<file path="config.mk">
export PLATFORM = sky130hd
export DESIGN_NAME = fb_line_scheduler
export DESIGN_NICKNAME = d
export VERILOG_FILES = /design/src/rtl/fb_sched_pkg.sv /design/src/rtl/fb_line_scheduler.sv
export SDC_FILE = /design/constraint.sdc
export NUM_CORES = 1
export LEC_CHECK = 0
export BUFFER_PORTS_ARGS = -buffer_cell sky130_fd_sc_hd__buf_4
export CORE_ASPECT_RATIO = 1.75
export CORE_MARGIN = 10
export CORE_UTILIZATION = 60
export DETAILED_ROUTE_END_ITERATION = 8
export PLACE_DENSITY = 0.88
export SYNTH_ARGS = -nofsm -noshare
export SYNTH_HDL_FRONTEND = slang
export SYNTH_SLANG_ARGS = --single-unit
export TNS_END_PERCENT = 20
</file>
<file path="constraint.sdc">
create_clock -name clk_i -period 8.7 [get_ports clk_i]
set_clock_uncertainty 0.15 [all_clocks]
set_input_delay 1.305 -clock clk_i [delete_from_list [all_inputs] [get_ports clk_i]]
set_output_delay 1.305 -clock clk_i [all_outputs]
set_load 0.01 [all_outputs]
</file>
<file path="src/rtl/fb_sched_pkg.sv">
// fb_sched_pkg
//   Shared types and helpers for the framebuffer line scheduler:
//   - sched_state_e   : memory-port FSM states
//   - bursts_per_line : bursts needed to fetch one active line
//   - disp_addr       : start pixel address of a display burst (full
//                       precision; the caller truncates to its bus width)
package fb_sched_pkg;

  typedef enum logic [2:0] {
    IDLE      = 3'd0,
    DISP_REQ  = 3'd1,
    DISP_WAIT = 3'd2,
    WR_REQ    = 3'd3,
    WR_WAIT   = 3'd4
  } sched_state_e;

  function automatic int bursts_per_line(input int h_pixels, input int burst_len);
    return h_pixels / burst_len;
  endfunction

  function automatic logic [63:0] disp_addr(input int unsigned base,
                                            input int unsigned line,
                                            input int unsigned h_pixels,
                                            input int unsigned burst_idx,
                                            input int unsigned burst_len);
    return 64'(base) + 64'(line) * 64'(h_pixels) + 64'(burst_idx) * 64'(burst_len);
  endfunction

endpackage

</file>
<file path="src/rtl/fb_line_scheduler.sv">
// fb_line_scheduler
//   Prefetches the next display line into a ping-pong line buffer as a
//   series of memory bursts, sharing the single framebuffer port with one
//   draw-engine writer. Display reads win arbitration, but once
//   MAX_DISP_RUN display bursts have gone back to back a waiting writer is
//   served next. A line still unfinished when the next line_start arrives
//   raises the sticky underrun flag and is abandoned.
//
// Ports
//   clk_i, rst_n_i      clock, asynchronous active-low reset
//   enable_i            allow new line schedules (a line in progress finishes)
//   line_start_i        start-of-hblank pulse, vcount_i valid with it
//   vcount_i            current line number
//   wr_req_i/wr_addr_i  writer burst request (held until grant) and address
//   wr_gnt_o            one-cycle pulse when the writer burst is accepted
//   mem_req_o/we/addr   burst request to memory, stable until mem_ack_i
//   mem_ack_i           memory accepted the request
//   mem_done_i          accepted burst completed
//   lb_bank_o/lb_burst_o line-buffer bank / slot of the in-flight display burst
//   line_ready_o        pulse when every burst of the target line completed
//   underrun_o          sticky underrun flag
module fb_line_scheduler
  import fb_sched_pkg::*;
#(
  parameter int          ACTIVE_H_PIXELS = 1280,
  parameter int          ACTIVE_LINES    = 720,
  parameter int          TOTAL_LINES     = 750,
  parameter int          BURST_LEN       = 64,
  parameter int          MAX_DISP_RUN    = 4,
  parameter int          ADDR_W          = 24,
  parameter int unsigned FB_BASE         = 0
) (
  input  logic                                         clk_i,
  input  logic                                         rst_n_i,
  input  logic                                         enable_i,
  input  logic                                         line_start_i,
  input  logic [$clog2(TOTAL_LINES)-1:0]               vcount_i,
  input  logic                                         wr_req_i,
  input  logic [ADDR_W-1:0]                            wr_addr_i,
  output logic                                         wr_gnt_o,
  output logic                                         mem_req_o,
  output logic                                         mem_we_o,
  output logic [ADDR_W-1:0]                            mem_addr_o,
  input  logic                                         mem_ack_i,
  input  logic                                         mem_done_i,
  output logic                                         lb_bank_o,
  output logic [$clog2(ACTIVE_H_PIXELS/BURST_LEN)-1:0] lb_burst_o,
  output logic                                         line_ready_o,
  output logic                                         underrun_o
);

  localparam int BPL   = bursts_per_line(ACTIVE_H_PIXELS, BURST_LEN);
  localparam int VC_W  = $clog2(TOTAL_LINES);
  localparam int LB_W  = $clog2(BPL);
  localparam int REM_W = $clog2(BPL + 1);
  localparam int RUN_W = $clog2(MAX_DISP_RUN + 1);

  sched_state_e     state;
  logic [REM_W-1:0] remaining;
  logic [LB_W-1:0]  burst_idx;
  logic [VC_W-1:0]  target;
  logic [RUN_W-1:0] run;
  logic             stale;

  logic [VC_W-1:0]  tgt_c;
  logic             sched_c;
  logic             done_live_c;
  logic             done_stale_c;
  logic             in_flight_c;
  logic [REM_W-1:0] rem_eff_c;

  // Line-start decode and completion bookkeeping
  always_comb begin
    tgt_c        = (vcount_i == VC_W'(TOTAL_LINES - 1)) ? '0 : vcount_i + VC_W'(1);
    sched_c      = line_start_i && enable_i && (32'(tgt_c) < ACTIVE_LINES);
    done_live_c  = (state == DISP_WAIT) && mem_done_i && !stale;
    done_stale_c = (state == DISP_WAIT) && mem_done_i && stale;
    rem_eff_c    = done_live_c ? remaining - REM_W'(1) : remaining;
    // A display burst of the current line is still owed a mem_done_i
    in_flight_c  = (state == DISP_REQ) || ((state == DISP_WAIT) && !mem_done_i);
  end

  // Scheduler FSM, counters and registered outputs
  always_ff @(posedge clk_i or negedge rst_n_i) begin
    if (!rst_n_i) begin
      state        <= IDLE;
      remaining    <= '0;
      burst_idx    <= '0;
      target       <= '0;
      run          <= '0;
      stale        <= 1'b0;
      wr_gnt_o     <= 1'b0;
      mem_req_o    <= 1'b0;
      mem_we_o     <= 1'b0;
      mem_addr_o   <= '0;
      lb_bank_o    <= 1'b0;
      lb_burst_o   <= '0;
      line_ready_o <= 1'b0;
      underrun_o   <= 1'b0;
    end else begin
      wr_gnt_o     <= 1'b0;
      line_ready_o <= 1'b0;

      if (line_start_i && (rem_eff_c != '0)) begin
        underrun_o <= 1'b1;
      end

      // A new schedule overrides any same-cycle completion of the old line
      if (sched_c) begin
        remaining <= REM_W'(BPL);
        burst_idx <= '0;
        target    <= tgt_c;
      end else if (done_live_c) begin
        remaining <= rem_eff_c;
        burst_idx <= burst_idx + LB_W'(1);
      end

      if (done_live_c && (remaining == REM_W'(1))) begin
        line_ready_o <= 1'b1;
      end

      if (sched_c && in_flight_c) begin
        stale <= 1'b1;
      end else if (done_stale_c) begin
        stale <= 1'b0;
      end

      case (state)
        IDLE: begin
          if (remaining == '0) begin
            run <= '0;
          end
          // Hold off one cycle when a schedule lands here so the request
          // is built from the new line's address
          if (!sched_c) begin
            if ((remaining != '0) && (!wr_req_i || (run < RUN_W'(MAX_DISP_RUN)))) begin
              state      <= DISP_REQ;
              mem_req_o  <= 1'b1;
              mem_we_o   <= 1'b0;
              mem_addr_o <= ADDR_W'(disp_addr(FB_BASE, 32'(target),
                                              ACTIVE_H_PIXELS, 32'(burst_idx),
                                              BURST_LEN));
              lb_bank_o  <= target[0];
              lb_burst_o <= burst_idx;
            end else if (wr_req_i) begin
              state      <= WR_REQ;
              mem_req_o  <= 1'b1;
              mem_we_o   <= 1'b1;
              mem_addr_o <= wr_addr_i;
            end
          end
        end

        DISP_REQ: begin
          if (mem_ack_i) begin
            state      <= DISP_WAIT;
            mem_req_o  <= 1'b0;
            mem_addr_o <= '0;
            if (run != RUN_W'(MAX_DISP_RUN)) begin
              run <= run + RUN_W'(1);
            end
          end
        end

        DISP_WAIT: begin
          if (mem_done_i) begin
            state      <= IDLE;
            lb_bank_o  <= 1'b0;
            lb_burst_o <= '0;
          end
        end

        WR_REQ: begin
          if (mem_ack_i) begin
            state      <= WR_WAIT;
            mem_req_o  <= 1'b0;
            mem_we_o   <= 1'b0;
            mem_addr_o <= '0;
            wr_gnt_o   <= 1'b1;
            run        <= '0;
          end
        end

        WR_WAIT: begin
          if (mem_done_i) begin
            state <= IDLE;
          end
        end

        default: state <= IDLE;
      endcase
    end
  end

endmodule
</file>
==> Yosys cells after proc, flatten, opt, wreduce, memory -nomap -nowiden <==
Cells that the tools add are included.
{ "op_classes": {"addsub": 5, "n_mul": 1, "magnitude_cmp": 2, "eq_ne": 17, "n_mux": 44, "n_reduce_logical": 32} }
{ "ops": {"columns": ["operator", "count"], "rows": [
  ["24-bit two-way mux", 4],
  ["24-bit one-hot mux with 2 select lines", 1],
  ["5-bit two-way mux", 8],
  ["3-bit two-way mux", 10],
  ["21-bit by 11-bit adder with 22-bit output", 1],
  ["1-bit two-way mux", 14],
  ["10-bit by 3-bit multiplier with 13-bit output (second input constant)", 1],
  ["2-bit inequality test (second input constant)", 6],
  ["3-bit one-hot mux with 4 select lines", 1],
  ["4-bit AND reduction", 3],
  ["10-bit by 1-bit adder with 10-bit output (second input constant)", 1],
  ["10-bit equality test (second input constant)", 1],
  ["1-bit logical AND", 10],
  ["10-bit less-than comparator (second input constant)", 1],
  ["10-bit two-way mux", 1],
  ["5-bit one-hot mux with 2 select lines", 1],
  ["5-bit AND reduction", 2],
  ["2-bit nonzero test", 5],
  ["5-bit nonzero test", 2],
  ["3-bit one-hot mux with 3 select lines", 1],
  ["3-bit by 2-bit equality test with 1-bit output (second input constant)", 2],
  ["2-bit by 1-bit inequality test with 1-bit output (second input constant)", 3],
  ["3-bit inequality test (second input constant)", 2],
  ["1-bit one-hot mux with 2 select lines", 3],
  ["other kinds (13)", 17]
]} }
{ "word_totals": {"register_bits": 62, "in_bits": 41, "wordCells": 115} }

==> Logic depth before layout (Yosys ltp) <==
Gate-level depths: netlist of the first run.
{ "depth": {"word_depth": 6, "ltp_mapped": 11, "ltp_nobuf": 11} }

==> Worst setup path after synthesis of the first run <==
No wires, ideal clock.
{ "synth_timing": {"path_type": "input to register", "start": "input port vcount_i[0]", "end": "register mem_we_o", "setup_time_ps": 125, "arrival_ps": 3061, "setup_slack_ps": 5364, "stages": 8, "n_path_buf": 0, "path_cell_list": "ha_1 > and3_1 > or3_1 > a31oi_1 > o21a_1 > o21bai_2 > o31ai_1 > mux2_2"} }
{ "synth_between": {"elab_chain_cells": 6, "word_cells_on_any_way": 7} }
{ "synth_lines": {"columns": ["item", "line", "text"], "rows": [
  ["from (decl)", "fb_line_scheduler.sv:37", "input logic [$clog2(TOTAL_LINES)-1:0] vcount_i,"],
  ["10-bit by 1-bit adder with 10-bit output or 10-bit equality test (tied branches)", "fb_line_scheduler.sv:74", "tgt_c = (vcount_i == VC_W'(TOTAL_LINES - 1)) ? '0 : vcount_i + VC_W'(1);"],
  ["10-bit two-way mux (*)", "fb_line_scheduler.sv:74", null],
  ["10-bit less-than comparator (*)", "fb_line_scheduler.sv:75", "sched_c = line_start_i && enable_i && (32'(tgt_c) < ACTIVE_LINES);"],
  ["1-bit logical AND (*)", "fb_line_scheduler.sv:75", null],
  ["2-bit inequality test (no line) (*)", null, null],
  ["4-bit AND reduction (no line) (*)", null, null],
  ["to (signal assigned)", "fb_line_scheduler.sv:94", "mem_we_o <= 1'b0;"],
  ["to (signal assigned)", "fb_line_scheduler.sv:139", "mem_we_o <= 1'b0;"],
  ["to (signal assigned)", "fb_line_scheduler.sv:148", "mem_we_o <= 1'b1;"],
  ["to (decl)", "fb_line_scheduler.sv:42", "output logic mem_we_o,"]
]} }
Every way passes the cells marked *; elsewhere a longest branch is shown, timed or not.
A chain may end at the register's enable or synchronous reset.

==> Worst setup path in the final report of the first run <==
{ "layout_timing": {"start": "input port vcount_i[0]", "end": "register lb_bank_o"} }
{ "layout_between": {"elab_chain_cells": 6, "word_cells_on_any_way": 7} }
{ "layout_lines": {"columns": ["item", "line", "text"], "rows": [
  ["10-bit by 1-bit adder with 10-bit output or 10-bit equality test (tied branches)", "fb_line_scheduler.sv:74", null],
  ["10-bit two-way mux (*)", "fb_line_scheduler.sv:74", null],
  ["10-bit less-than comparator (*)", "fb_line_scheduler.sv:75", null],
  ["1-bit logical AND (*)", "fb_line_scheduler.sv:75", null],
  ["2-bit inequality test (no line) (*)", null, null],
  ["4-bit AND reduction (no line) (*)", null, null],
  ["to (signal assigned)", "fb_line_scheduler.sv:143", "lb_bank_o <= target[0];"],
  ["to (decl)", "fb_line_scheduler.sv:46", "output logic lb_bank_o,"]
]} }
Marked as above.

==> results by group, run 1 <==
Finish
  – Number of filler cells placed in the layout: 459
  – Count of inserted antenna diode cells: 0
  – Layout overhead on the synthesized area: 21.9%
  – Nets: 583
  – Utilization of the core after routing: 74.8%
  – Share of final-layout standard cells stronger than drive strength 1: 19.7%

Drt
  – Via total after detailed routing: 3546
  – Post-Route WL: 10.2 mm
  – Average detailed-routed wire length per instance: 17.0 um
  – Number of remaining DRC errors: 0
  – Iteration-0 DRC Markers: 190
  – Via density: 5.90
  – Count of TritonRoute iterations in the first routing pass: 4
  – Post-route ant nets: 0

Timing
  – RSZ-0062 raised after global routing: false
  – Final Hold Vio Count: 0
  – Final setup violating endpoints: 0
  – Period Utilization, post-route: 42.7%
  – Max Slew Vio Count: 0
  – Final Critical Period: 3.71 ns
  – Pin slew with the least headroom to its limit: 1.10 ns
  – Relative slew slack: 26.1%
  – Final total negative setup slack: 0 ns
  – Fmax: 269 MHz

Place
  – DP HPWL: 7.74 mm
  – Gpl congestion: 0.934
  – Count of port buffers added during placement: 75

Setup path
  – Delay contributed by the slowest stage of the critical path: 0.52 ns
  – Worst setup path class: input pin to register
  – Critical path data required time: 8.80 ns
  – Max stage delay cell, worst path: sky130_fd_sc_hd__nor3_4
  – Critical path buffers and inverters: 1
  – Crit-path cells: buf_4 -> ha_1 -> and3_1 -> nor4bb_1 -> a31oi_1 -> o2111ai_1 -> o211ai_4 -> nor3_4 -> mux2i_1
  – Setup crit end kind: register
  – Data arrival time of the critical path: 3.81 ns
  – Category of cells accounting for the largest share of critical-path delay: simple AND/OR/NAND/NOR gates
  – Launching element type of the critical path: input pin
  – Top fanout value on the critical path: 46

Min path
  – Tightest Hold Check Type: register to register

Clocking
  – Buffers from clock root to sink, at most: 2
  – Count of hold-fix buffers inserted at cts: 0
  – Maximum level of the CTS H-tree: 3
  – Clock transition time at the flip-flop clock pins of the worst setup and hold paths: 0.05 ns
  – CTS tree: yes
  – Clock Tree Root: sky130_fd_sc_hd__clkbuf_16
  – TritonCTS Sinks: 62
  – Setup repair bufs after CTS: 0
  – TritonCTS Buffers: 9
  – Clock insertion delay at the later pin of the skew report: 0.34 ns
  – Post-cts resize count: 0

Synth
  – Combinational family with the most area after synthesis: simple AND/OR/NAND/NOR gates
  – Cell types occupying the most area after synthesis: sky130_fd_sc_hd__dfrtp_1 (39%), sky130_fd_sc_hd__ha_1 (8.2%), sky130_fd_sc_hd__nand2_1 (6.8%)
  – Mean cell area of the mapped netlist: 8.94 um2
  – Number of flip-flops and latches in the synthesized netlist: 62
  – Synth Net Count: 514
  – Sequential element share of the synthesized area: 39.0%
  – Top-area cell type share of the netlist area: 39.0%
  – Primary FF master, synth: sky130_fd_sc_hd__dfrtp_1
  – Cell types with the highest counts after synthesis: sky130_fd_sc_hd__nand2_1 (72), sky130_fd_sc_hd__dfrtp_1 (62), sky130_fd_sc_hd__nor2_1 (37), sky130_fd_sc_hd__ha_1 (26), sky130_fd_sc_hd__a21oi_1 (24)
  – Async SR Flop Fraction: 100%
  – Unique masters post-synth: 59
  – Mux share of post-synthesis cell area: 2.83%
  – Compound-gate portion of the synthesized area: 19.5%
  – Post-synthesis instance area: 0.00398 mm2
  – Yosys warns: 0
  – Number of enable-type register cells in the synthesized netlist: 0
  – Cell accounting for the most synthesized area: sky130_fd_sc_hd__dfrtp_1
  – Most used standard cell by instance count after synthesis: sky130_fd_sc_hd__nand2_1
  – Area share of fa/ha/maj cells after synthesis: 9.18%
  – Number of instances in the synthesized netlist: 445
  – Area fraction in and, or, nand and nor cells after synthesis: 20.5%
  – Fraction of synthesized cell area in xor and xnor cells: 5.50%

Die
  – Number of top-level pins: 76
  – Die W: 81.6 um
  – Effective utilization at floorplan: 61.3%
  – Vertical extent of the die: 128 um
  – Total core area: 0.00649 mm2
  – Overall die area: 0.0104 mm2
  – Core Rows: 39

Pwr
  – Power Density: 272 mW/mm2
  – Leakage dissipation: 2.25 nW
  – Max rail drop VDD: 0.160 mV

Global routing
  – Aggregate global-route resource usage: 20.5%
  – Global-route wire length before repair: 16.9 mm
  – Number of global-route vias before repair: 3660
  – Number of antenna violations at the first check in global routing: 0
  – Overflow left after global routing: 0
  – Largest net degree at the start of global routing: 63

Job
  – Max-cap viol count: 0

Run status
  – Run status: finished clean
## worst paths after layout
check,from,to,slack (ns),cells after the start
max,vcount_i[0],lb_bank_o,4.99,9
min,underrun_o,underrun_o,0.32,1
max reg2reg,target[3],mem_addr_o[20],5.37,11
min reg2reg,underrun_o,underrun_o,0.32,1
max in group asynchronous,rst_n_i,target[1],7.00,1
min in group asynchronous,rst_n_i,mem_addr_o[1],0.89,1
## worst register-to-register path, stage by stage, from the launching register on
cell and delay (ns):
sky130_fd_sc_hd__dfrtp_1 0.40, sky130_fd_sc_hd__ha_1 0.29, sky130_fd_sc_hd__ha_1 0.19, sky130_fd_sc_hd__inv_1 0.07, sky130_fd_sc_hd__fa_1 0.43, sky130_fd_sc_hd__nor2b_4 0.15
sky130_fd_sc_hd__o31ai_1 0.08, sky130_fd_sc_hd__xnor2_1 0.27, sky130_fd_sc_hd__nand3_1 0.19, sky130_fd_sc_hd__or3_4 0.41, sky130_fd_sc_hd__o311a_1 0.37, sky130_fd_sc_hd__o31ai_2 0.24
## power breakdown
part / internal (W) / total [W] / switching (W)
clock network: 0.000199 / 0.000324 / 0.000125
registers: 0.000356 / 0.000429 / 0.0000723
logic: 0.000244 / 0.000567 / 0.000323
total: 0.000799 / 0.00132 / 0.000521
## registers in the layout (all words and copies together), names as in the netlist, 3 cells and up
name,count
burst_idx,5
target,10
lb_burst_o,5
state,3
remaining,5
run,3
mem_addr_o,24
## metal layers
layer	global-route usage, %	routed length, um	vias up
li1	-	-	1734
met1	21.6	3880	1686
met2	36.1	5390	108
met3	5.13	698	18
met4	10.3	241	0
met5	0	0	-
## stage by stage
| step | instances | total power (W) | hold WS, ns | cell area, um2 | setup WS, ns |
|---|---|---|---|---|---|
| global placement | 585 | 0.000967 | 0.298 | 4580 | 4.86 |
| detailed placement | 585 | 0.000993 | 0.300 | 4580 | 4.70 |
| CTS | 601 | 0.00132 | 0.315 | 4850 | 5.01 |
| global route | 601 | 0.00141 | 0.328 | 4850 | 4.81 |
| finish | 601 | 0.00132 | 0.318 | 4850 | 4.99 |
| floorplan | 445 | 0.000816 | 0.331 | 3980 | 5.36 |
## logic make-up after synthesis
kind of cell | after synthesis
flops | 62
simple gates | 169
fa+ha+maj | 28
mux | 11
compound gates | 114
xor+xnor | 25
buf+inv | 36
## cells in the final DEF (no fill, tap or decap), types with 4 or more instances in the layout
master                      instances
sky130_fd_sc_hd__a22o_1             4
sky130_fd_sc_hd__o31ai_1           15
sky130_fd_sc_hd__nor2_1            37
sky130_fd_sc_hd__and3_1             8
sky130_fd_sc_hd__mux2i_1            9
sky130_fd_sc_hd__a211oi_1           5
sky130_fd_sc_hd__ha_1              26
sky130_fd_sc_hd__xnor2_1           18
sky130_fd_sc_hd__inv_1             19
sky130_fd_sc_hd__xor2_1             7
sky130_fd_sc_hd__nand2_1           72
sky130_fd_sc_hd__o21ai_0           23
sky130_fd_sc_hd__clkbuf_16          9
sky130_fd_sc_hd__a21oi_1           24
sky130_fd_sc_hd__nor3_1             9
sky130_fd_sc_hd__a31oi_1            9
sky130_fd_sc_hd__nor2b_1            6
sky130_fd_sc_hd__nand3b_1           4
sky130_fd_sc_hd__buf_4             75
sky130_fd_sc_hd__nand3_1            8
sky130_fd_sc_hd__dfrtp_1           62
sky130_fd_sc_hd__a21o_1             8
## area by class of cell
cell class | instances | area [um2] | share of cell area [%]
flip-flops and latches | 62 | 1550 | 32.0
repair buffers | 75 | 563 | 11.6
clock inverters | 4 | 22.5 | 0.464
well taps | 82 | 103 | 2.11
multi-input cells | 347 | 2300 | 47.3
inverters | 19 | 71.3 | 1.47
clock buffers | 12 | 246 | 5.08
No activity file was read; power rests on OpenSTA's default activity.
==> run 2: changes to the inputs <==
CORE_UTILIZATION = 56   (was 60)
PLACE_DENSITY = 0.83   (was 0.88)
clock period = 3.5 ns   (was 8.7 ns; I/O delays follow)
==> results by group, run 2 (synthesized netlist as in run 1, its figures left out) <==
Clocking
  – Clock transition time at the flip-flop clock pins of the worst setup and hold paths: 0.06 ns (was 0.05 ns)
  – Post-cts resize count: 0 (unchanged)
  – Buffers from clock root to sink, at most: 2 (unchanged)
  – TritonCTS Buffers: 9 (unchanged)
  – Setup repair bufs after CTS: 0 (unchanged)
  – Count of hold-fix buffers inserted at cts: 0 (unchanged)
  – TritonCTS Sinks: 62 (unchanged)
  – Maximum level of the CTS H-tree: 3 (unchanged)
  – Clock Tree Root: sky130_fd_sc_hd__clkbuf_16 (unchanged)
  – CTS tree: yes (unchanged)
  – Clock insertion delay at the later pin of the skew report: 0.34 ns (about the same)

Global routing
  – Number of global-route vias before repair: 3507 (was 3660)
  – Overflow left after global routing: 0 (unchanged)
  – Number of antenna violations at the first check in global routing: 0 (unchanged)
  – Global-route wire length before repair: 17.3 mm (was 16.9 mm)
  – Aggregate global-route resource usage: 19.0% (was 20.5%)
  – Largest net degree at the start of global routing: 63 (unchanged)

Finish
  – Number of filler cells placed in the layout: 516 (was 459)
  – Number of flip-flops under the largest register name: 24 (unchanged)
  – Fin cells: 611 (was 601)
  – Biggest regs: mem_addr_o x24, target x10 (unchanged)
  – Finished layout cell area: 0.00502 mm2 (was 0.00485 mm2)
  – Most frequent standard cell in the layout excluding fill and tap cells: sky130_fd_sc_hd__buf_4 (unchanged)
  – Most used cells in the layout excluding fill and tap cells: sky130_fd_sc_hd__buf_4 (83), sky130_fd_sc_hd__nand2_1 (72), sky130_fd_sc_hd__dfrtp_1 (62) (was sky130_fd_sc_hd__buf_4 (75), sky130_fd_sc_hd__nand2_1 (72), sky130_fd_sc_hd__dfrtp_1 (62))
  – Layout overhead on the synthesized area: 26.1% (was 21.9%)
  – Nets: 591 (was 583)
  – Share of final-layout standard cells stronger than drive strength 1: 21.3% (was 19.7%)
  – Biggest register: mem_addr_o (unchanged)
  – Count of inserted antenna diode cells: 0 (unchanged)

Setup path
  – Top fanout value on the critical path: 3 (was 46)
  – Setup crit end kind: register (unchanged)
  – Critical path data required time: 3.60 ns (was 8.80 ns)
  – Data arrival time of the critical path: 3.43 ns (was 3.81 ns)
  – Launching element type of the critical path: register (was input pin)
  – Worst setup path class: register to register (was input pin to register)

Die
  – Die W: 83.7 um (was 81.6 um)
  – Core Rows: 40 (was 39)
  – Overall die area: 0.0110 mm2 (was 0.0104 mm2)
  – Effective utilization at floorplan: 57.6% (was 61.3%)
  – Vertical extent of the die: 132 um (was 128 um)
  – Number of top-level pins: 76 (unchanged)
  – Total core area: 0.00691 mm2 (was 0.00649 mm2)

Drt
  – Post-Route WL: 10.6 mm (was 10.2 mm)
  – Via total after detailed routing: 3590 (was 3546)
  – Post-route ant nets: 0 (unchanged)
  – Average detailed-routed wire length per instance: 17.3 um (was 17.0 um)
  – Number of remaining DRC errors: 0 (unchanged)
  – Iteration-0 DRC Markers: 218 (was 190)
  – Via density: 5.88 (was 5.90)
  – Count of TritonRoute iterations in the first routing pass: 4 (unchanged)

Timing
  – RSZ-0062 raised after global routing: false (unchanged)
  – Final worst-path setup slack: 0.177 ns (was 4.99 ns)
  – Fmax: 301 MHz
  – Final setup violating endpoints: 0 (unchanged)
  – Pin slew with the least headroom to its limit: 0.799 ns (was 1.10 ns)
  – Final total negative setup slack: 0 ns (unchanged)
  – Final Hold Vio Count: 0 (unchanged)
  – Period Utilization, post-route: 95.0%
  – Relative slew slack: 45.3% (was 26.1%)
  – Final Critical Period: 3.32 ns
  – Max Slew Vio Count: 0 (unchanged)

Run status
  – Run status: finished clean (unchanged)

Place
  – Area after detailed placement: 0.00465 mm2 (was 0.00458 mm2)
  – Gpl congestion: 0.898 (was 0.934)
  – Setup slack at placement: 0.200 ns (was 4.70 ns)
  – DP HPWL: 7.88 mm (was 7.74 mm)
  – Count of port buffers added during placement: 75 (unchanged)
  – Inst Count DP: 595 (was 585)

Pwr
  – Clock share of power: 30.4% (was 24.5%)
  – Comb pwr share: 41.1% (was 43.0%)
  – Switching Fraction: 36.9% (was 39.4%)
  – Power Density: 728 mW/mm2 (was 272 mW/mm2)
  – Net switching power: 0.00135 W (was 0.000521 W)
  – Leakage dissipation: 2.33 nW (was 2.25 nW)
  – Max rail drop VDD: 0.327 mV (was 0.160 mV)
  – Internal power: 0.00230 W (was 0.000799 W)
  – Sequential share of power: 28.5% (was 32.5%)

Min path
  – Tightest Hold Check Type: input pin to asynchronous set/reset pin (was register to register)

Job
  – Max-cap viol count: 0 (unchanged)
==> run 2: worst max-delay path: stages, from the launching register on <==
cell	delay, ns
sky130_fd_sc_hd__dfrtp_1	0.40
sky130_fd_sc_hd__ha_1	0.30
sky130_fd_sc_hd__ha_1	0.22
sky130_fd_sc_hd__inv_1	0.07
sky130_fd_sc_hd__fa_1	0.43
sky130_fd_sc_hd__nor2b_4	0.15
sky130_fd_sc_hd__o31ai_1	0.08
sky130_fd_sc_hd__xnor2_1	0.27
sky130_fd_sc_hd__nand3_1	0.17
sky130_fd_sc_hd__or3_4	0.41
sky130_fd_sc_hd__o311a_1	0.38
sky130_fd_sc_hd__o31ai_2	0.23
==> run 2: stage by stage <==
step	hold WS [ns]	power (W)	util [%]
3_3_place_gp	0.297	0.00245	67.3
3_5_place_dp	0.301	0.00252	67.3
4_1_cts	0.146	0.00365	72.6
5_1_grt	0.193	0.00387	72.6
2_1_floorplan	0.0794	0.00203	-
6_report	0.113	0.00365	72.6
==> run 2: power by group through the flow <==
stage               clock network, W  logic, W  registers [W]
finish                       0.00111   0.00150        0.00104
floorplan                          0  0.000984        0.00104
detailed placement                 0   0.00147        0.00105
global route                 0.00115   0.00166        0.00106
CTS                          0.00111   0.00150        0.00104
global placement                   0   0.00142        0.00104
==> run 2: routing by layer <==
metal | routed length (um) | up-vias | track usage [%]
met5 | 0 | - | 0
met4 | 310 | 0 | 8.50
met3 | 558 | 21 | 5.01
met2 | 5520 | 112 | 33.8
met1 | 4170 | 1711 | 20.2
li1 | - | 1746 | -
==> run 2: worst paths after layout <==
check | slack [ns] | cells after the start | endpoint | start
max | 0.18 | 11 | mem_addr_o[20] | target[1]
min | 0.11 | 1 | lb_burst_o[0] | rst_n_i
max reg2reg | 0.18 | 11 | mem_addr_o[20] | target[1]
min reg2reg | 0.31 | 1 | underrun_o | underrun_o
max in group asynchronous | 2.56 | 1 | target[1] | rst_n_i
min in group clk_i | 0.22 | 2 | target[9] | enable_i
==> run 2: final cells by class <==
cell class,instances,area (um2),share of cell area [%]
multi-input combinational,347,2300,45.8
inverter,19,71.3,1.42
sequential,62,1550,30.9
tap,84,105,2.09
clock buffer,9,225,4.49
clock inverter,7,145,2.89
timing repair buffer,83,623,12.4
==> run 3: changes to the inputs <==
CORE_MARGIN = 4   (was 10)
==> results by group, run 3 (synthesized netlist as in run 1, its figures left out) <==
Setup path
  – Data arrival time of the critical path: 3.35 ns (was 3.43 ns)
  – Critical path data required time: 3.59 ns (was 3.60 ns)
  – Setup crit end kind: register (unchanged)
  – Most frequent cell on the critical path: sky130_fd_sc_hd__ha_1 (unchanged)
  – Crit path from: target[3] (was target[1])
  – Delay contributed by the slowest stage of the critical path: 0.43 ns (about the same)
  – Top fanout value on the critical path: 3 (unchanged)
  – Max stage delay cell, worst path: sky130_fd_sc_hd__fa_1 (unchanged)
  – Worst setup path class: register to register (unchanged)
  – Crit-path cells: ha_1 -> ha_1 -> inv_1 -> fa_1 -> nor2b_4 -> o31ai_1 -> xnor2_1 -> nand3_1 -> or3_4 -> o311a_1 -> o31ai_2 (unchanged)
  – Launching element type of the critical path: register (unchanged)
  – Worst reg2reg path startpoint: target[3] (was target[1])

Finish
  – Layout overhead on the synthesized area: 24.1% (was 26.1%)
  – Biggest register: mem_addr_o (unchanged)
  – Nets: 590 (was 591)
  – Share of final-layout standard cells stronger than drive strength 1: 21.1% (was 21.3%)
  – Utilization of the core after routing: 71.5% (was 72.6%)
  – Most frequent standard cell in the layout excluding fill and tap cells: sky130_fd_sc_hd__buf_4 (unchanged)
  – Most used cells in the layout excluding fill and tap cells: sky130_fd_sc_hd__buf_4 (82), sky130_fd_sc_hd__nand2_1 (72), sky130_fd_sc_hd__dfrtp_1 (62) (was sky130_fd_sc_hd__buf_4 (83), sky130_fd_sc_hd__nand2_1 (72), sky130_fd_sc_hd__dfrtp_1 (62))
  – Count of inserted antenna diode cells: 0 (unchanged)
  – Number of flip-flops under the largest register name: 24 (unchanged)
  – Biggest regs: mem_addr_o x24, target x10 (unchanged)

Drt
  – Via total after detailed routing: 3601 (was 3590)
  – Iteration-0 DRC Markers: 243 (was 218)
  – Via density: 5.90 (was 5.88)
  – Count of TritonRoute iterations in the first routing pass: 4 (unchanged)
  – Post-Route WL: 9.73 mm (was 10.6 mm)
  – Number of remaining DRC errors: 0 (unchanged)
  – Post-route ant nets: 0 (unchanged)
  – Average detailed-routed wire length per instance: 16.0 um (was 17.3 um)

Timing
  – Final worst-path setup slack: 0.241 ns (was 0.177 ns)
  – Final setup violating endpoints: 0 (unchanged)
  – Max Slew Vio Count: 0 (unchanged)
  – Worst hold slack: 0.108 ns (was 0.113 ns)
  – Relative slew slack: 46.6% (was 45.3%)
  – Final Critical Period: 3.26 ns (was 3.32 ns)
  – Final total negative setup slack: 0 ns (unchanged)
  – Pin slew with the least headroom to its limit: 0.797 ns (was 0.799 ns)
  – Final Hold Vio Count: 0 (unchanged)
  – Period Utilization, post-route: 93.1% (was 95.0%)
  – RSZ-0062 raised after global routing: false (unchanged)
  – Fmax: 307 MHz (was 301 MHz)

Clocking
  – Setup repair bufs after CTS: 0 (unchanged)
  – TritonCTS Sinks: 62 (unchanged)
  – Clock insertion delay at the later pin of the skew report: 0.33 ns (was 0.34 ns)
  – TritonCTS Buffers: 9 (unchanged)
  – Post-cts resize count: 0 (unchanged)
  – Clock Tree Root: sky130_fd_sc_hd__clkbuf_16 (unchanged)
  – Count of hold-fix buffers inserted at cts: 0 (unchanged)
  – Buffers from clock root to sink, at most: 2 (unchanged)
  – CTS tree: yes (unchanged)
  – Clock transition time at the flip-flop clock pins of the worst setup and hold paths: 0.06 ns (about the same)
  – Maximum level of the CTS H-tree: 3 (unchanged)

Die
  – Total core area: 0.00691 mm2 (unchanged)
  – Effective utilization at floorplan: 57.6% (unchanged)
  – Overall die area: 0.00857 mm2 (was 0.0110 mm2)
  – Die W: 71.7 um (was 83.7 um)
  – Vertical extent of the die: 120 um (was 132 um)
  – Number of top-level pins: 76 (unchanged)
  – Core Rows: 40 (unchanged)

Global routing
  – Aggregate global-route resource usage: 24.1% (was 19.0%)
  – Global-route wire length before repair: 16.2 mm (was 17.3 mm)
  – Number of antenna violations at the first check in global routing: 0 (unchanged)
  – Largest net degree at the start of global routing: 63 (unchanged)
  – Number of global-route vias before repair: 3554 (was 3507)
  – Overflow left after global routing: 0 (unchanged)

Pwr
  – Max rail drop VDD: 0.280 mV (was 0.327 mV)
  – Total power consumption of the routed design: 0.00339 W (was 0.00365 W)
  – Leakage dissipation: 2.30 nW (was 2.33 nW)
  – Power Density: 686 mW/mm2 (was 728 mW/mm2)

Run status
  – Run status: finished clean (unchanged)

Job
  – Max-cap viol count: 0 (unchanged)

Place
  – Count of port buffers added during placement: 75 (unchanged)
  – DP HPWL: 7.39 mm (was 7.88 mm)
  – Setup slack at placement: 0.246 ns (was 0.200 ns)
  – Gpl congestion: 0.889 (was 0.898)

Min path
  – Tightest Hold Check Type: input pin to asynchronous set/reset pin (unchanged)
-- run 3: cell types whose count changed in the layout (fill, tap and decap cells not counted) --
cell and delta:
sky130_fd_sc_hd__bufinv_16 -3, sky130_fd_sc_hd__inv_6 -1, sky130_fd_sc_hd__buf_4 -1, sky130_fd_sc_hd__clkbuf_8 +1
sky130_fd_sc_hd__clkinv_2 +3
-- run 3: worst paths after layout --
path / end / slack, ns / depth (start not counted)
max: mem_addr_o[20] / 0.24 / 11
min: mem_addr_o[4] / 0.11 / 1
max reg2reg: mem_addr_o[20] / 0.24 / 11
min reg2reg: underrun_o / 0.32 / 1
max in group asynchronous: target[4] / 2.57 / 1
min in group clk_i: target[9] / 0.24 / 2
-- run 3: layout make-up --
| class | count | area, um2 |
|---|---|---|
| clock inverter | 6 | 61.3 |
| clock buffer | 10 | 239 |
| timing repair buffer | 82 | 616 |
| tap | 84 | 105 |
| fill | 524 | 1970 |
| sequential | 62 | 1550 |
| inverter | 19 | 71.3 |
| multi-input combinational | 347 | 2300 |
-- run 3: per-layer routing --
layer  vias up  part of all wire (%)  GRT usage (%)
met2       100                    53           41.1
met5         -                     0              0
met1      1721                    38           27.0
li1       1751                     -              -
met3        29                   4.9           3.94
met4         0                   4.2           15.9
-- run 3: through the flow --
| stage | std cells | area (um2) |
|---|---|---|
| floorplan | 445 | 3980 |
| global placement | 594 | 4640 |
| detailed placement | 594 | 4640 |
| CTS | 610 | 4940 |
| global route | 610 | 4940 |
| finish | 610 | 4940 |
-- run 3: worst max-delay path, delay by kind of cell (launching register included) --
| family | cells | cell delay (ns) |
|---|---|---|
| adder cells (fa/ha/maj) | 3 | 0.90 |
| AND/OR/NAND/NOR | 3 | 0.71 |
| AO/OA/AOI/OAI | 3 | 0.67 |
| flip-flops | 1 | 0.40 |
| XOR/XNOR | 1 | 0.26 |
| buffers and inverters | 1 | 0.06 |
-- run 3: power by group --
part           switching [W]  internal [W]
clock               0.000320      0.000567
combinational       0.000809      0.000638
sequential          0.000172      0.000885
total                0.00130       0.00209
